`config.mk`:
```
export PLATFORM = sky130hd
export DESIGN_NAME = process_scheduler_flat
export DESIGN_NICKNAME = d
export VERILOG_FILES = /design/src/rtl/process_scheduler_pkg.sv /design/src/rtl/process_scheduler_if.sv /design/src/rtl/process_scheduler_rr_picker.sv /design/src/rtl/process_scheduler.sv /design/src/flat_wrapper.sv
export SDC_FILE = /design/constraint.sdc
export NUM_CORES = 1
export LEC_CHECK = 0
export ABC_AREA = 1
export CORE_MARGIN = 2
export CORE_UTILIZATION = 50
export CTS_CLUSTER_SIZE = 25
export DETAILED_ROUTE_END_ITERATION = 16
export GPL_TIMING_DRIVEN = 0
export PLACE_DENSITY = 0.81
export SYNTH_ARGS = -nofsm -noshare
export SYNTH_HDL_FRONTEND = slang
export SYNTH_SLANG_ARGS = --single-unit
```
`constraint.sdc`:
```
create_clock -name clock -period 4.97 [get_ports clock]
set_clock_uncertainty 0.1 [all_clocks]
set_input_delay 0.994 -clock clock [delete_from_list [all_inputs] [get_ports clock]]
set_output_delay 0.994 -clock clock [all_outputs]
set_load 0.05 [all_outputs]
```
`src/rtl/process_scheduler_pkg.sv`:
```
// Shared state encoding, OS base address and id-width helper for the process scheduler.
package sched_pkg;

  typedef enum logic [2:0] {
    IDLE,
    SCHED,
    LOAD,
    RUN,
    SAVE
  } sched_state_t;

  localparam int OS_BASE       = 0;
  localparam int NPROC_DEFAULT = 4;

  // A single-slot table still needs a one-bit id.
  function automatic int id_width(input int n);
    return (n > 1) ? $clog2(n) : 1;
  endfunction

  localparam int ID_W = id_width(NPROC_DEFAULT);

endpackage

```
`src/rtl/process_scheduler_if.sv`:
```
// Control-unit / PC-register side of the scheduler: retire and end events in, load and preempt controls out.
interface process_scheduler_if
  import sched_pkg::*;
#(
  parameter int NPROC  = 4,
  parameter int ADDR_W = 32
) ();

  localparam int IDW = id_width(NPROC);

  logic              stop;
  logic              inst_exec;
  logic              prog_end;
  logic [ADDR_W-1:0] pc_atual;
  logic              cria_valid;
  logic [IDW-1:0]    cria_id;
  logic [ADDR_W-1:0] cria_pc;
  logic              cria_ok;
  logic              preempt;
  logic              lpc;
  logic [ADDR_W-1:0] pc_carga;
  logic [IDW-1:0]    prog_atual;
  logic              so_ativo;
  logic [NPROC-1:0]  prontos;

  modport master (
    output stop, inst_exec, prog_end, pc_atual, cria_valid, cria_id, cria_pc,
    input  cria_ok, preempt, lpc, pc_carga, prog_atual, so_ativo, prontos
  );

  modport slave (
    input  stop, inst_exec, prog_end, pc_atual, cria_valid, cria_id, cria_pc,
    output cria_ok, preempt, lpc, pc_carga, prog_atual, so_ativo, prontos
  );

endinterface

```
`src/rtl/process_scheduler_rr_picker.sv`:
```
// Combinational round-robin picker: first set bit of mask at or after start, wrapping past NPROC-1.
module rr_picker
  import sched_pkg::*;
#(
  parameter int NPROC = 4,
  parameter int IDW   = id_width(NPROC)
) (
  input  logic [NPROC-1:0] mask,
  input  logic [IDW-1:0]   start,
  output logic             found,
  output logic [IDW-1:0]   idx
);

  logic [IDW-1:0] j;

  // Walk from the farthest candidate back to start so the nearest hit wins.
  always_comb begin
    found = 1'b0;
    idx   = '0;
    j     = '0;
    for (int k = NPROC - 1; k >= 0; k--) begin
      j = IDW'((int'(start) + k) % NPROC);
      if (mask[j]) begin
        found = 1'b1;
        idx   = j;
      end
    end
  end

endmodule

```
`src/rtl/process_scheduler.sv`:
```
// Round-robin time-slice scheduler: owns the program table, counts retired instructions,
// and drives registered load/preempt pulses toward the PC register.
module process_scheduler
  import sched_pkg::*;
#(
  parameter int NPROC       = 4,
  parameter int QUANTUM     = 5,
  parameter int OFFSET_STEP = 1000,
  parameter int ADDR_W      = 32
) (
  input logic                clock,
  input logic                reset,
  process_scheduler_if.slave sif
);

  localparam int IDW = id_width(NPROC);
  localparam int CW  = $clog2(QUANTUM + 1);

  sched_state_t      state;
  logic [NPROC-1:0]  valid;
  logic [ADDR_W-1:0] saved [NPROC];
  logic [CW-1:0]     count;
  logic [IDW-1:0]    prog;
  logic              cria_ok_r;
  logic              preempt_r;
  logic              lpc_r;
  logic              so_ativo_r;
  logic [ADDR_W-1:0] pc_carga_r;

  logic [IDW-1:0]    rr_start;
  logic              pick_found;
  logic [IDW-1:0]    pick_idx;
  logic [ADDR_W-1:0] cur_base;
  logic              cria_hit;

  assign rr_start = (int'(prog) == NPROC - 1) ? '0 : prog + 1'b1;
  assign cur_base = ADDR_W'((int'(prog) + 1) * OFFSET_STEP);
  assign cria_hit = sif.cria_valid && (int'(sif.cria_id) < NPROC) && !valid[sif.cria_id];

  rr_picker #(.NPROC(NPROC), .IDW(IDW)) u_picker (
    .mask  (valid),
    .start (rr_start),
    .found (pick_found),
    .idx   (pick_idx)
  );

  always_ff @(posedge clock) begin
    if (!reset) begin
      state      <= IDLE;
      valid      <= '0;
      for (int i = 0; i < NPROC; i++) saved[i] <= '0;
      count      <= '0;
      prog       <= '0;
      cria_ok_r  <= 1'b0;
      preempt_r  <= 1'b0;
      lpc_r      <= 1'b0;
      so_ativo_r <= 1'b1;
      pc_carga_r <= ADDR_W'(OS_BASE);
    end else begin
      cria_ok_r <= 1'b0;
      preempt_r <= 1'b0;
      lpc_r     <= 1'b0;
      // While frozen only the pulses fall; LOAD/SAVE complete on the first free cycle.
      if (!sif.stop) begin
        if (cria_hit) begin
          valid[sif.cria_id] <= 1'b1;
          saved[sif.cria_id] <= sif.cria_pc;
          cria_ok_r          <= 1'b1;
        end
        case (state)
          IDLE: begin
            if (|valid) state <= SCHED;
          end
          SCHED: begin
            if (pick_found) begin
              prog       <= pick_idx;
              so_ativo_r <= 1'b0;
              state      <= LOAD;
            end else begin
              state <= IDLE;
            end
          end
          LOAD: begin
            lpc_r      <= 1'b1;
            pc_carga_r <= saved[prog] + cur_base;
            count      <= '0;
            state      <= RUN;
          end
          RUN: begin
            // A halting program is released without saving, even on its last quantum tick.
            if (sif.prog_end) begin
              valid[prog] <= 1'b0;
              preempt_r   <= 1'b1;
              so_ativo_r  <= 1'b1;
              state       <= SCHED;
            end else if (sif.inst_exec) begin
              count <= count + 1'b1;
              if (count == CW'(QUANTUM - 1)) begin
                preempt_r  <= 1'b1;
                so_ativo_r <= 1'b1;
                state      <= SAVE;
              end
            end
          end
          SAVE: begin
            saved[prog] <= sif.pc_atual - cur_base;
            state       <= SCHED;
          end
          default: state <= IDLE;
        endcase
      end
    end
  end

  assign sif.cria_ok    = cria_ok_r;
  assign sif.preempt    = preempt_r;
  assign sif.lpc        = lpc_r;
  assign sif.pc_carga   = pc_carga_r;
  assign sif.prog_atual = prog;
  assign sif.so_ativo   = so_ativo_r;
  assign sif.prontos    = valid;

endmodule

```
`src/flat_wrapper.sv`:
```
// flat-port wrapper written by rule: the top's interface ports become plain ports
module process_scheduler_flat import sched_pkg::*;
#(
  parameter int NPROC       = 4,
  parameter int QUANTUM     = 5,
  parameter int OFFSET_STEP = 1000,
  parameter int ADDR_W      = 32
)
  (clock, reset, sif_stop, sif_inst_exec, sif_prog_end, sif_pc_atual, sif_cria_valid, sif_cria_id, sif_cria_pc, sif_cria_ok, sif_preempt, sif_lpc, sif_pc_carga, sif_prog_atual, sif_so_ativo, sif_prontos);
  process_scheduler_if #(.NPROC(NPROC), .ADDR_W(ADDR_W)) sif_i ();
  input logic clock;
  input logic reset;
  input wire logic [$bits(sif_i.stop)-1:0] sif_stop;
  input wire logic [$bits(sif_i.inst_exec)-1:0] sif_inst_exec;
  input wire logic [$bits(sif_i.prog_end)-1:0] sif_prog_end;
  input wire logic [$bits(sif_i.pc_atual)-1:0] sif_pc_atual;
  input wire logic [$bits(sif_i.cria_valid)-1:0] sif_cria_valid;
  input wire logic [$bits(sif_i.cria_id)-1:0] sif_cria_id;
  input wire logic [$bits(sif_i.cria_pc)-1:0] sif_cria_pc;
  output wire logic [$bits(sif_i.cria_ok)-1:0] sif_cria_ok;
  output wire logic [$bits(sif_i.preempt)-1:0] sif_preempt;
  output wire logic [$bits(sif_i.lpc)-1:0] sif_lpc;
  output wire logic [$bits(sif_i.pc_carga)-1:0] sif_pc_carga;
  output wire logic [$bits(sif_i.prog_atual)-1:0] sif_prog_atual;
  output wire logic [$bits(sif_i.so_ativo)-1:0] sif_so_ativo;
  output wire logic [$bits(sif_i.prontos)-1:0] sif_prontos;
  assign sif_i.stop = sif_stop;
  assign sif_i.inst_exec = sif_inst_exec;
  assign sif_i.prog_end = sif_prog_end;
  assign sif_i.pc_atual = sif_pc_atual;
  assign sif_i.cria_valid = sif_cria_valid;
  assign sif_i.cria_id = sif_cria_id;
  assign sif_i.cria_pc = sif_cria_pc;
  assign sif_cria_ok = sif_i.cria_ok;
  assign sif_preempt = sif_i.preempt;
  assign sif_lpc = sif_i.lpc;
  assign sif_pc_carga = sif_i.pc_carga;
  assign sif_prog_atual = sif_i.prog_atual;
  assign sif_so_ativo = sif_i.so_ativo;
  assign sif_prontos = sif_i.prontos;
  process_scheduler #(.NPROC(NPROC), .QUANTUM(QUANTUM), .OFFSET_STEP(OFFSET_STEP), .ADDR_W(ADDR_W)) u_core (.clock(clock), .reset(reset), .sif(sif_i));
endmodule
```
## Word level (Yosys, flattened, before mapping)

Memory sizes are Yosys's and may differ from the RTL's. A register that Yosys moved wholly into a read port is not among the register bits.
Index checks and enable logic that the tools add are counted.

- RAM bits: 128
- Logic and storage cells: 125
- Bits in registers: 48
- Bits of input ports: 72
- Memories kept: 1
- Output and inout port bits: 42

Memory list:

| memory | depth | bits a word | rd ports | clocked after Yosys merged registers in | wr ports | line | text |
|---|---|---|---|---|---|---|---|
| u_core.saved | 4 | 32 | 1 | 1 | 4 | process_scheduler.sv:21 | `logic [ADDR_W-1:0] saved [NPROC];` |

- $add $sub $neg: 8
- $mul: 1
- Multiplexer cells: 63
- Equality and inequality tests: 12
- Bitwise operators: 6
- Reductions and logical operators: 17
- $lt $le $gt $ge: 8

Operators with widths:

| cell | number |
|---|---|
| 2-to-1 mux 32 bit | 2 |
| OR reduction 32 bit | 2 |
| adder 32 bit | 1 |
| multiplier 32 x 8 -> 29 bit, second input constant | 1 |
| subtractor 32 bit | 1 |
| 2-to-1 mux 1 bit | 30 |
| 2-to-1 mux 2 bit | 10 |
| 2-to-1 mux 4 bit | 5 |
| < comparator 2 x 3 -> 1 bit, second input constant | 6 |
| 2-to-1 mux 3 bit | 6 |
| case mux 3 bit (5 select lines) | 1 |
| binary-select mux 1 bit (select 2 bit) | 5 |
| AND reduction 4 bit | 2 |
| == test 3 x 2 -> 1 bit, second input constant | 2 |
| == test 3 bit, second input constant | 2 |
| case mux 3 bit (2 select lines) | 1 |
| AND reduction 5 bit | 1 |
| adder 2 x 1 -> 2 bit, second input constant | 2 |
| adder 2 bit, second input constant | 2 |
| AND 4 bit | 1 |
| demux 1 bit (select 2 bit) | 2 |
| greater-or-equal comparator 2 x 1 -> 1 bit, second input constant | 2 |
| != test 2 x 1 -> 1 bit, second input constant | 2 |
| != test 2 bit, second input constant | 2 |
| 19 further kinds | 24 |

## Logic depth before layout (Yosys ltp)

- Word-level depth: 12
- Gate-level depth with buffers: 25
- Gate-level depth less buffers: 23

## By module

From an unflattened synthesis, not the netlist that was laid out.

- Cells, all modules: 1,447
- Area total of the unflattened synthesis: 11,163.2 µm²

Modules (own cells, without submodules):

| module | instances | area each (µm²) | seq. area each (µm²) | cells an instance |
|---|---|---|---|---|
| process_scheduler | 1 | 10,950.5 | 4,844.6 | 1,401 |
| rr_picker | 1 | 212.7 | 0.0 | 46 |

## Least setup slack after synthesis

OpenSTA, ideal clock, no wires.

- Kind: register to register
- From: reg u_core.prog[0], in the netlist u_core.sif.prog_atual[0]
- To: mem u_core.saved[3][21], data pin
- Slack: 320 ps
- Required time: 4,617 ps
- Clock period less this slack: 4,650 ps
- Stages on the path, launching flop included: 22
- Data arrival time: 4,297 ps
- Path buffers: 1
- Setup time: 253 ps
- Cells stage by stage: dfxtp_1 > inv_1 > ha_1 > buf_2 > xnor2_1 > ha_1 > inv_1 > fa_1 > fa_1 > ha_1 > a21oi_1 > nand2_1 > nand2_1 > nand3_1 > nand2_1 > o21bai_2 > nand2_1 > nand3_1 > nand2_1 > nand2_1 > nand2_1 > nand2_1

RTL lines:

| element | line | text |
|---|---|---|
| start, declared | process_scheduler.sv:23 | `logic [IDW-1:0] prog;` |
| start signal, assigned | process_scheduler.sv:76 | `prog <= pick_idx;` |
| end, declared | process_scheduler.sv:21 |  |

==> reports/qor.csv <==
metric,value,unit
yosys-top-cells-area,"edfxtp_1 34%, nand2_1 14%, dfxtp_1 8.8%",
finalSetupViolations,0,
drive_gt1_share,9.518,%
crit_fanout,10,
min_period_over_period,93.79,%
final_common_cell,nand2_1,
postSynthAreaPerCell,7.531,um^2
post-route-drc-count,0,
wl_per_cell,17.67,um
clockBufferDepth,2,
start_util,50.50,%
vias,10970,
cts_buffers,17,
worst_slack,0.3089,ns
final_util,60.47,%
synth_area,0.01136,mm^2
start_kind,register,
gp_congestion,0.9623,
grt_pass1_vias,10080,
relSlewSlack,43.91,%
r2r_end,u_core.saved[0][15]$_DFFE_PP_,
ys_seq_area_share,42.63,%
clk_latency,0.43,ns
r2r_slack,0.31,ns
grt_pass1_wl,52.79,mm
crit_required,5.04,ns
cap_violations,0,
synthCells,1509,
syn_nets,1617,
routed_via_density,5.641,
status,"complete, no violations",
cts_tree,built,
synth-seq-cells,178,
fmax,0.2145,GHz
min_to,u_core.count[2]$_SDFFE_PN0P_,
fp.dieH,154.8,um
hold_path.class,register to register,
power_density,264.2,mW/mm^2
hold_violations,0,
clk_pin_slew,0.07,ns
track_usage,28.44,%
cts.root.buffer_cell,clkbuf_16,
yosysWarningCount,0,
die-area,0.02395,mm^2
stdcell_count,1945,
ys_types,50,
path_class,register to register,
dp_hpwl,25.63,mm
ir_drop,0.2284,mV
grt_max_degree,27,
reg2regPathDepth,19,
cp.arrival,4.73,ns
io_buffers,113,
period_minus_slack,4.661,ns
place_ws,0.03287,ns
drt-initial-drc-count,1584,
dpl.cell_count,1911,
ios,114,
h-tree-depth,4,
ant_nets,0,
diodes,0,
hold_depth,1,
hold_path.startpoint,u_core.count[2]$_SDFFE_PN0P_,
nets,1755,
power_leakage,0.005783,uW
totalPowerFinal,3595,uW
core_area,0.02250,mm^2
end_kind,register,
worstMarginPinSlew,0.8414,ns
die_w,154.8,um
reg2reg_from,u_core.sif.prog_atual[0]$_SDFFE_PN0P_,
synth_top_area_share,33.82,%
routed_wl,34.37,mm
syn2layout_area_growth,19.73,%
clock-sinks,178,
first_pass_iters,6,
yosys.area.top_type,edfxtp_1,
finalMaxSlewViolations,0,
grt_remaining_overflow,0,
layout_common_cells,"428 x nand2_1, 170 x nor2_1, 156 x inv_1",
antenna_found_initial,0,
placementRows,55,
-- logic make-up after synthesis --
logic type	Yosys count	share of synthesized area, %
AO/OA/AOI/OAI	206	10.66
flip-flops	178	42.63
adder cells (fa/ha/maj)	36	4.294
AND/OR/NAND/NOR	828	31.86
XOR/XNOR	23	1.905
buffers and inverters	238	8.654
-- stage by stage --
stage          TNS (ns)  area [um^2]  hold slack (ns)
2_1_floorplan         0        11360           0.3290
3_3_place_gp     -19.67        12850           0.3568
3_5_place_dp          0        12970           0.3550
4_1_cts               0        13570           0.3729
5_1_grt         -0.2210        13610           0.4192
6_report              0        13610           0.3733
-- layer usage --
layer	wire [um]	global-route usage (%)	vias up
li1	-	-	5284
met1	14000	38.25	4946
met4	1038	11.90	0
met3	3743	5.071	82
met2	15580	45.56	659
met5	0	0	-
-- repair_timing --
action,CTS,global route
endpoints found under the setup margin,4,75
buffers inserted,0,2
resized for setup,1,6
hold buffers,0,0
-- flip-flops by register name, indices dropped and copies added (netlist names), named ones only --
register,flops
u_core.sif.lpc,1
u_core.sif.so_ativo,1
u_core.saved,128
u_core.sif.preempt,1
u_core.sif.pc_carga,32
u_core.sif.prontos,4
u_core.sif.cria_ok,1
u_core.sif.prog_atual,2
u_core.count,3
u_core.state,3
-- worst max path at each step --
| stage | endpoint | startpoint | depth (start not counted) |
|---|---|---|---|
| finish | u_core.saved[0][15]$_DFFE_PP_ | u_core.sif.prog_atual[0]$_SDFFE_PN0P_ | 19 |
| global route | u_core.saved[0][15]$_DFFE_PP_ | u_core.sif.prog_atual[0]$_SDFFE_PN0P_ | 19 |
| CTS | u_core.saved[3][21]$_DFFE_PP_ | u_core.sif.prog_atual[0]$_SDFFE_PN0P_ | 21 |
| detailed placement | u_core.saved[3][21]$_DFFE_PP_ | u_core.sif.prog_atual[0]$_SDFFE_PN0P_ | 21 |
| global placement | u_core.saved[3][24]$_DFFE_PP_ | reset | 10 |
| floorplan | u_core.saved[3][21]$_DFFE_PP_ | u_core.sif.prog_atual[0]$_SDFFE_PN0P_ | 21 |
-- power breakdown --
part,total [uW],internal (uW),switching [uW]
sequential,1670,1650,19.8
clock,1380,759,617
combinational,548,188,360
total,3600,2600,997
-- synthesized netlist by cell type (all sizes together) --
cell / n
inv: 182
o22ai: 47
a22oi: 1
xor2: 18
ha: 31
or2: 1
o221ai: 3
a31o: 1
nand3b: 8
clkbuf: 26
nor4: 7
a32oi: 1
nand4: 22
fa: 5
buf: 30
and2: 1
dfxtp: 50
xnor2: 5
a21oi: 36
nand3: 144
nand2: 445
o21ai: 92
nor2: 181
o21bai: 4
a31oi: 9
o211ai: 2
a221oi: 4
nor3: 19
a21o: 2
a211oi: 4
edfxtp: 128
-- cell type report --
type                            instances  area, um^2
Sequential cell                       178        4850
Fill cell                            1955        8896
Timing Repair Buffer                  119        1249
Clock inverter                         15       171.4
Tap cell                              285       356.6
Clock buffer                           17       425.4
Buffer                                 56       300.3
Multi-Input combinational cell       1093        5568
Inverter                              182       686.9
-- critical path, cell delays in order, from the launching register on --
cell and delay (ns):
dfxtp_4 0.43, clkinvlp_4 0.14, ha_1 0.38, buf_2 0.20
xnor2_1 0.19, ha_1 0.23, inv_1 0.07, fa_1 0.47
fa_2 0.65, ha_1 0.29, a21oi_1 0.20, nand2_1 0.07
nand2_1 0.07, nand3_1 0.06, nand2_1 0.16, nor2_1 0.06
nand2_1 0.05, nand2_1 0.11, xor2_1 0.33, o21ai_0 0.14
(Power assumes the default switching activity.)
